--- config.mk ---
export PLATFORM = sky130hd
export DESIGN_NAME = layer_write_back
export DESIGN_NICKNAME = d
export VERILOG_FILES = /design/src/rtl/layer_write_back.sv
export SDC_FILE = /design/constraint.sdc
export NUM_CORES = 1
export LEC_CHECK = 0
export CAP_MARGIN = 20
export CORE_UTILIZATION = 50
export DETAILED_ROUTE_END_ITERATION = 8
export GPL_TIMING_DRIVEN = 0
export PLACE_DENSITY = 0.89
export SLEW_MARGIN = 20
export SYNTH_ARGS = -nofsm -noshare
export SYNTH_HDL_FRONTEND = slang
export SYNTH_SLANG_ARGS = --single-unit
export TNS_END_PERCENT = 10
--- constraint.sdc ---
create_clock -name clk -period 8.5 [get_ports clk]
set_input_delay 2.55 -clock clk [delete_from_list [all_inputs] [get_ports clk]]
set_output_delay 2.55 -clock clk [all_outputs]
set_load 0.01 [all_outputs]
--- src/rtl/layer_write_back.sv ---
// layer_write_back: serialises a latched 16-lane result vector into one feature-map bank,
// one byte per cycle at consecutive (wrapping) addresses, with zero-bubble back-to-back starts.
module layer_write_back #(
    parameter int ADDR_W   = 14,
    parameter int NUM_RAMS = 4
) (
    input  logic                clk,
    input  logic                reset,
    input  logic                start_write_back,
    input  logic [7:0]          u0,
    input  logic [7:0]          u1,
    input  logic [7:0]          u2,
    input  logic [7:0]          u3,
    input  logic [7:0]          u4,
    input  logic [7:0]          u5,
    input  logic [7:0]          u6,
    input  logic [7:0]          u7,
    input  logic [7:0]          u8,
    input  logic [7:0]          u9,
    input  logic [7:0]          u10,
    input  logic [7:0]          u11,
    input  logic [7:0]          u12,
    input  logic [7:0]          u13,
    input  logic [7:0]          u14,
    input  logic [7:0]          u15,
    input  logic [ADDR_W-1:0]   base_addr,
    input  logic [2:0]          ram_num,
    input  logic [4:0]          num_valid,
    output logic                busy,
    output logic [NUM_RAMS-1:0] wr_en,
    output logic [ADDR_W-1:0]   ram_store_addr,
    output logic [7:0]          ram_store_data,
    output logic                stop_write_back,
    output logic                err
);
    typedef enum logic [1:0] {IDLE, WRITE, FLUSH} state_t;
    state_t              r_state, w_state;
    logic [7:0]          r_lane [16];
    logic [7:0]          w_u [16];
    logic [ADDR_W-1:0]   r_base, r_addr, w_addr;
    logic [7:0]          r_data, w_data;
    logic [NUM_RAMS-1:0] r_wr_en, w_wr_en, w_onehot;
    logic [4:0]          r_cnt, w_cnt;
    logic [3:0]          r_idx, w_idx, w_nidx;
    logic                r_busy, w_busy, r_stop, w_stop, r_err, w_err;
    logic                w_accept, w_legal;

    assign w_u      = '{u0, u1, u2, u3, u4, u5, u6, u7, u8, u9, u10, u11, u12, u13, u14, u15};
    assign w_cnt    = (num_valid > 5'd16) ? 5'd16 : num_valid;
    assign w_legal  = 32'(ram_num) < NUM_RAMS;
    assign w_onehot = w_legal ? NUM_RAMS'(1) << ram_num : '0;
    // The stop cycle doubles as an acceptance window so streams run without bubbles.
    assign w_accept = start_write_back && (!r_busy || r_stop);
    assign w_nidx   = r_idx + 4'd1;

    always_comb begin
        w_state = IDLE;
        w_busy  = 1'b0;
        w_wr_en = '0;
        w_stop  = 1'b0;
        w_addr  = r_addr;
        w_data  = r_data;
        w_idx   = r_idx;
        w_err   = r_err || (start_write_back && !w_accept) || (w_accept && !w_legal);
        if (w_accept) begin
            w_busy  = 1'b1;
            w_idx   = 4'd0;
            w_state = (w_cnt == 5'd0) ? FLUSH : WRITE;
            w_stop  = w_cnt <= 5'd1;
            w_wr_en = (w_cnt == 5'd0) ? '0 : w_onehot;
            w_addr  = (w_cnt == 5'd0) ? r_addr : base_addr;
            w_data  = (w_cnt == 5'd0) ? r_data : u0;
        end else if (r_state == WRITE && !r_stop) begin
            w_state = WRITE;
            w_busy  = 1'b1;
            w_idx   = w_nidx;
            w_wr_en = r_wr_en;
            w_addr  = r_base + ADDR_W'(w_nidx);
            w_data  = r_lane[w_nidx];
            w_stop  = ({1'b0, w_nidx} + 5'd1) == r_cnt;
        end
    end

    always_ff @(posedge clk) begin
        if (reset) begin
            r_state <= IDLE;
            r_busy  <= 1'b0;
            r_wr_en <= '0;
            r_addr  <= '0;
            r_data  <= '0;
            r_stop  <= 1'b0;
            r_err   <= 1'b0;
            r_idx   <= '0;
        end else begin
            r_state <= w_state;
            r_busy  <= w_busy;
            r_wr_en <= w_wr_en;
            r_addr  <= w_addr;
            r_data  <= w_data;
            r_stop  <= w_stop;
            r_err   <= w_err;
            r_idx   <= w_idx;
        end
    end

    always_ff @(posedge clk) begin
        if (w_accept) begin
            r_lane <= w_u;
            r_base <= base_addr;
            r_cnt  <= w_cnt;
        end
    end

    assign busy            = r_busy;
    assign wr_en           = r_wr_en;
    assign ram_store_addr  = r_addr;
    assign ram_store_data  = r_data;
    assign stop_write_back = r_stop;
    assign err             = r_err;
endmodule
# Word level (Yosys, flattened, before mapping)

Index checks and enable logic that the tools add are counted.

Bitwise gates (word level): 1
$lt $le $gt $ge: 4
Equality and inequality tests: 4
Shift operators: 1
Mux-type cells: 21
Reductions and logical operators: 15
Add/subtract/negate cells: 3

Operators by type and width:

| kind                                                                              | number |
|---|---|
| 14-bit two-way mux                                                                | 3 |
| 8-bit two-way mux                                                                 | 5 |
| 8-bit binary-select mux with 4-bit select                                         | 1 |
| 4-bit two-way mux                                                                 | 4 |
| 14-bit by 4-bit adder with 14-bit output                                          | 1 |
| 4-bit by 1-bit adder with 5-bit output (second input constant)                    | 1 |
| 5-bit equality test                                                               | 1 |
| 5-bit >= comparator (second input constant)                                       | 1 |
| 5-bit greater-than comparator (second input constant)                             | 1 |
| 5-bit by 1-bit less-or-equal comparator with 1-bit output (second input constant) | 1 |
| 5-bit logical NOT                                                                 | 1 |
| 1-bit two-way mux                                                                 | 5 |
| 5-bit two-way mux                                                                 | 1 |
| 4-bit NOT with 5-bit output                                                       | 1 |
| 4-bit by 1-bit adder with 4-bit output (second input constant)                    | 1 |
| 1-bit logical AND                                                                 | 4 |
| 1-bit logical NOT                                                                 | 4 |
| 2-bit two-way mux                                                                 | 2 |
| 2-bit != test (second input constant)                                             | 2 |
| 1-bit by 3-bit left shift with 4-bit output (first input constant)                | 1 |
| 1-bit logical OR                                                                  | 3 |
| 3-bit < comparator (second input constant)                                        | 1 |
| 2-bit by 1-bit equality test with 1-bit output (second input constant)            | 1 |
| 2-bit AND reduction                                                               | 1 |
| 2 further kinds                                                                   | 2 |

Input port bits: 153
Logic and storage cells: 75
Output and inout port bits: 29
Register bits: 182

# Logic depth before layout (Yosys ltp)

Depth after elaboration: 7
Depth in mapped cells: 14
Depth with buffers taken out: 9

# Worst setup path after synthesis

OpenSTA, ideal clock, no wires.

Path kind: input -> register
From: in start_write_back
To: reg r_addr[0] (netlist: ram_store_addr[0])
Library setup time: 93 ps
Required time: 8,407 ps
Slack: 1,010 ps
Arrival: 7,396 ps
Stages on the path: 5
Path buffers: 1
Cell sequence: nand2_1 inv_1 clkbuf_1 nand2_1 a311oi_1

Word-level cells in the longest chain between the ends: 3
Elaborated cells between the ends (all ways): 5
Classes of those cells: eq/ne (1); mux (1); reduce/logical (3)

RTL lines:

| element                                                                     | line | source |
|---|---|---|
| from (decl)                                                                 | 9    | `input logic start_write_back,` |
| 1-bit logical AND *                                                         | 53   | `assign w_accept = start_write_back && (!r_busy \|\| r_stop);` |
| named net w_accept                                                          | 46   | `logic w_accept, w_legal;` |
| 2-bit != test (no source line) / 2-bit nonzero test (equally long branches) | --   |  |
| 2-bit AND reduction (no source line)                                        | --   |  |
| to (signal assigned)                                                        | 98   | `r_addr <= w_addr;` |
| to (decl)                                                                   | 40   | `logic [ADDR_W-1:0] r_base, r_addr, w_addr;` |

The timed path passes the listed nets; every way through them passes the cells marked *.
A chain may end at the register's enable or synchronous reset.

# Worst setup path in the final report

From: in start_write_back
To: reg r_addr[7] (netlist: ram_store_addr[7])

Word-level cells in the longest chain between the ends: 3
Elaborated cells between the ends (all ways): 5
Classes of those cells: eq/ne (1); mux (1); reduce/logical (3)

RTL lines:

| element                                                                     | line |
|---|---|
| 1-bit logical AND *                                                         | 53 |
| 2-bit != test (no source line) / 2-bit nonzero test (equally long branches) | -- |
| 2-bit AND reduction (no source line)                                        | -- |

Mark *: on every way between the ends. The rest lies on a longest branch, timed or not.

==> run metrics <==
R2R Path End=ram_store_addr[13]; post-layout power=2.21 mW; vias=4,982; critical path type=in -> reg; first-pass GRT wire length=27.8 mm; CTS sink count=182; input/output buffers=181; LEAKAGE=3.65 nW; Most used DFF post-synth=edfxtp_1; synth top area cells=edfxtp_1 58%, dfxtp_1 9.3%, mux4_2 7.7%; area share of the largest cell type after synthesis=0.583; Clock Power Share=0.394; Resize count post-CTS=0; Tot GR Track Use=0.242; final instance area=0.0103 mm2; CP Launch Type=input port; Slew Viols, Final=0; initial antenna violation count=0; Placement Rows=44; area delta synth->final=36.5%; worst skew pair latency=430 ps; CP required=8830 ps; initial DRC count=402; Register-to-Register Path Depth=14; number of flops mapped to enable cells by yosys=147; FMAX=223 MHz; Mapped Avg Cell Area=16.6 um2; deepest clock path buffer count=2; failing checks=design-rule violations; CTS tree=done; final WL=17.9 mm; Netlist cell types=50; Hold WC Path Type=reg -> reg; Gate Count Post-Synth=457; Pwr per Cell Area=214 mW/mm2; placed inst area=0.00969 mm2; # diodes=0; sequential share of the synthesized area=0.675; Fin Setup TNS=0 ps; R2R Setup Slk=4540 ps; commonest non-fill, non-tap cell in the layout=clkdlybuf4s50_1; IO Pins=182; fin crit period=4490 ps; Setup Skew=13.3 ps; crit end category=flip-flop; asr flop ratio synth=0; Reg-to-Reg Start=r_idx[0]; hold slack=474 ps; period utilization=0.529; drt via density=5.81; worst vdd ir=0.148 mV; max_cap viols=0; largest net degree at the start of global routing=56; Yosys warning total=0; final worst slack=4010 ps; Slew @ Worst Pin=783 ps; syn_nets=617; Die Ht=125 um; RSZ-0062 raised after global routing=no; Initial Util=0.517; share of total power in combinational logic=0.129; Die ar.=0.0156 mm2; final setup fails=0; slew margin rel.=0.474; hold_buf cts=0; total gr overflow=0; Post-CTS Setup Bufs=0; mapped cell area=0.00757 mm2; Yosys top cell by area=edfxtp_1; CORE AREA=0.0146 mm2; Routability Congestion=0.845; final hold violation count=0; CP endpoint=ram_store_addr[7]; CTS Buf Count=17; drt pass-1 iters=7; antenna viol nets, final=0; Crit. Startpoint=start_write_back; CTS H-tree depth=4; Crit path arrival time=4830 ps; share of post-route cells with drive strength above 1=0.117; Seq pwr share=0.477; switching share of power=0.224; Post-DP HPWL=12.7 mm; Nets=820; worst-path maximum fanout=10; DR WL/cell=20.9 um; DRC violations left=14; vias in the first global route=5,225; root buf cell=clkbuf_16; Die X=125 um; highest-count cells in the layout ignoring fill and taps=181 x clkdlybuf4s50_1, 147 x edfxtp_1, 35 x dfxtp_1; Internal Power=1.72 mW; Setup Slack @ Placement=3600 ps; switching power total=497 uW; Yosys reg bits=182; clk slew on worst S/H paths=70 ps; status=finished, violations left
==> critical path: stages <==
cell and delay (ps):
clkdlybuf4s50_1 590, inv_1 90, o21ai_1 620, clkbuf_1 540, a21oi_1 140, a221oi_1 280
==> cell usage after synthesis (all sizes together) (12+ instances only) <==
| cell type | n |
|---|---|
| mux4 | 37 |
| a211oi | 15 |
| a21oi | 15 |
| nand2 | 23 |
| mux2i | 20 |
| dfxtp | 35 |
| edfxtp | 147 |
| buf | 13 |
| inv | 12 |
| clkbuf | 12 |
| nor2 | 20 |
==> how the worst min path moves through the flow <==
stage | start | endpoint | slack, ps | depth (start not counted)
2_1_floorplan | r_state[0] | busy | 480 | 2
3_3_place_gp | err | err | 450 | 2
3_5_place_dp | ram_store_data[2] | ram_store_data[2] | 470 | 2
4_1_cts | ram_store_data[3] | ram_store_data[3] | 480 | 2
5_1_grt | ram_store_data[3] | ram_store_data[3] | 490 | 2
6_report | ram_store_data[3] | ram_store_data[3] | 470 | 2
==> through the flow <==
stage | std cells | util
floorplan | 457 | -
global placement | 822 | 0.657
detailed placement | 825 | 0.661
CTS | 857 | 0.706
global route | 857 | 0.706
finish | 857 | 0.706
==> kinds of logic (layout without fill, tap and decap cells) <==
logic type | Yosys count | after routing | share of synthesized area
AO/OA/AOI/OAI | 67 | 67 | 0.0654
multiplexers | 57 | 57 | 0.142
XOR/XNOR | 15 | 15 | 0.0183
AND/OR/NAND/NOR | 92 | 92 | 0.0616
adder cells (fa/ha/maj) | 7 | 7 | 0.0126
flip-flops | 182 | 182 | 0.675
buffers and inverters | 37 | 253 | 0.0248
==> power by group through the flow <==
stage	clock network, mW	registers (mW)	logic, mW
after detailed placement	0	1.07	0.283
after floorplan	0	1.08	0.133
after global routing	0.916	1.06	0.304
final	0.871	1.06	0.285
after global placement	0	1.08	0.268
after CTS	0.880	1.06	0.285
==> metal layers <==
layer / vias up / global-route usage / wire (um)
li1: 2241 / - / -
met1: 2455 / 0.294 / 7000
met2: 253 / 0.409 / 9140
met3: 33 / 0.0599 / 1270
met4: 0 / 0.110 / 471
met5: - / 0 / 0
==> state kept, by name, indices dropped and copies added (netlist names) <==
| register | count |
|---|---|
| ram_store_data | 8 |
| r_base | 14 |
| err | 1 |
| r_lane | 128 |
| r_idx | 4 |
| wr_en | 4 |
| r_state | 2 |
| r_cnt | 5 |
| ram_store_addr | 14 |
| busy | 1 |
| stop_write_back | 1 |
==> final cells by class <==
class / instances / area [um2]
Timing Repair Buffer: 184 / 1880
Tap cell: 184 / 230
Multi-Input combinational cell: 238 / 2270
Buffer: 25 / 146
Inverter: 12 / 45.0
Clock inverter: 14 / 220
Clock buffer: 18 / 429
Sequential cell: 182 / 5110
Fill cell: 911 / 4310
Power figures use the tool's default switching activity.
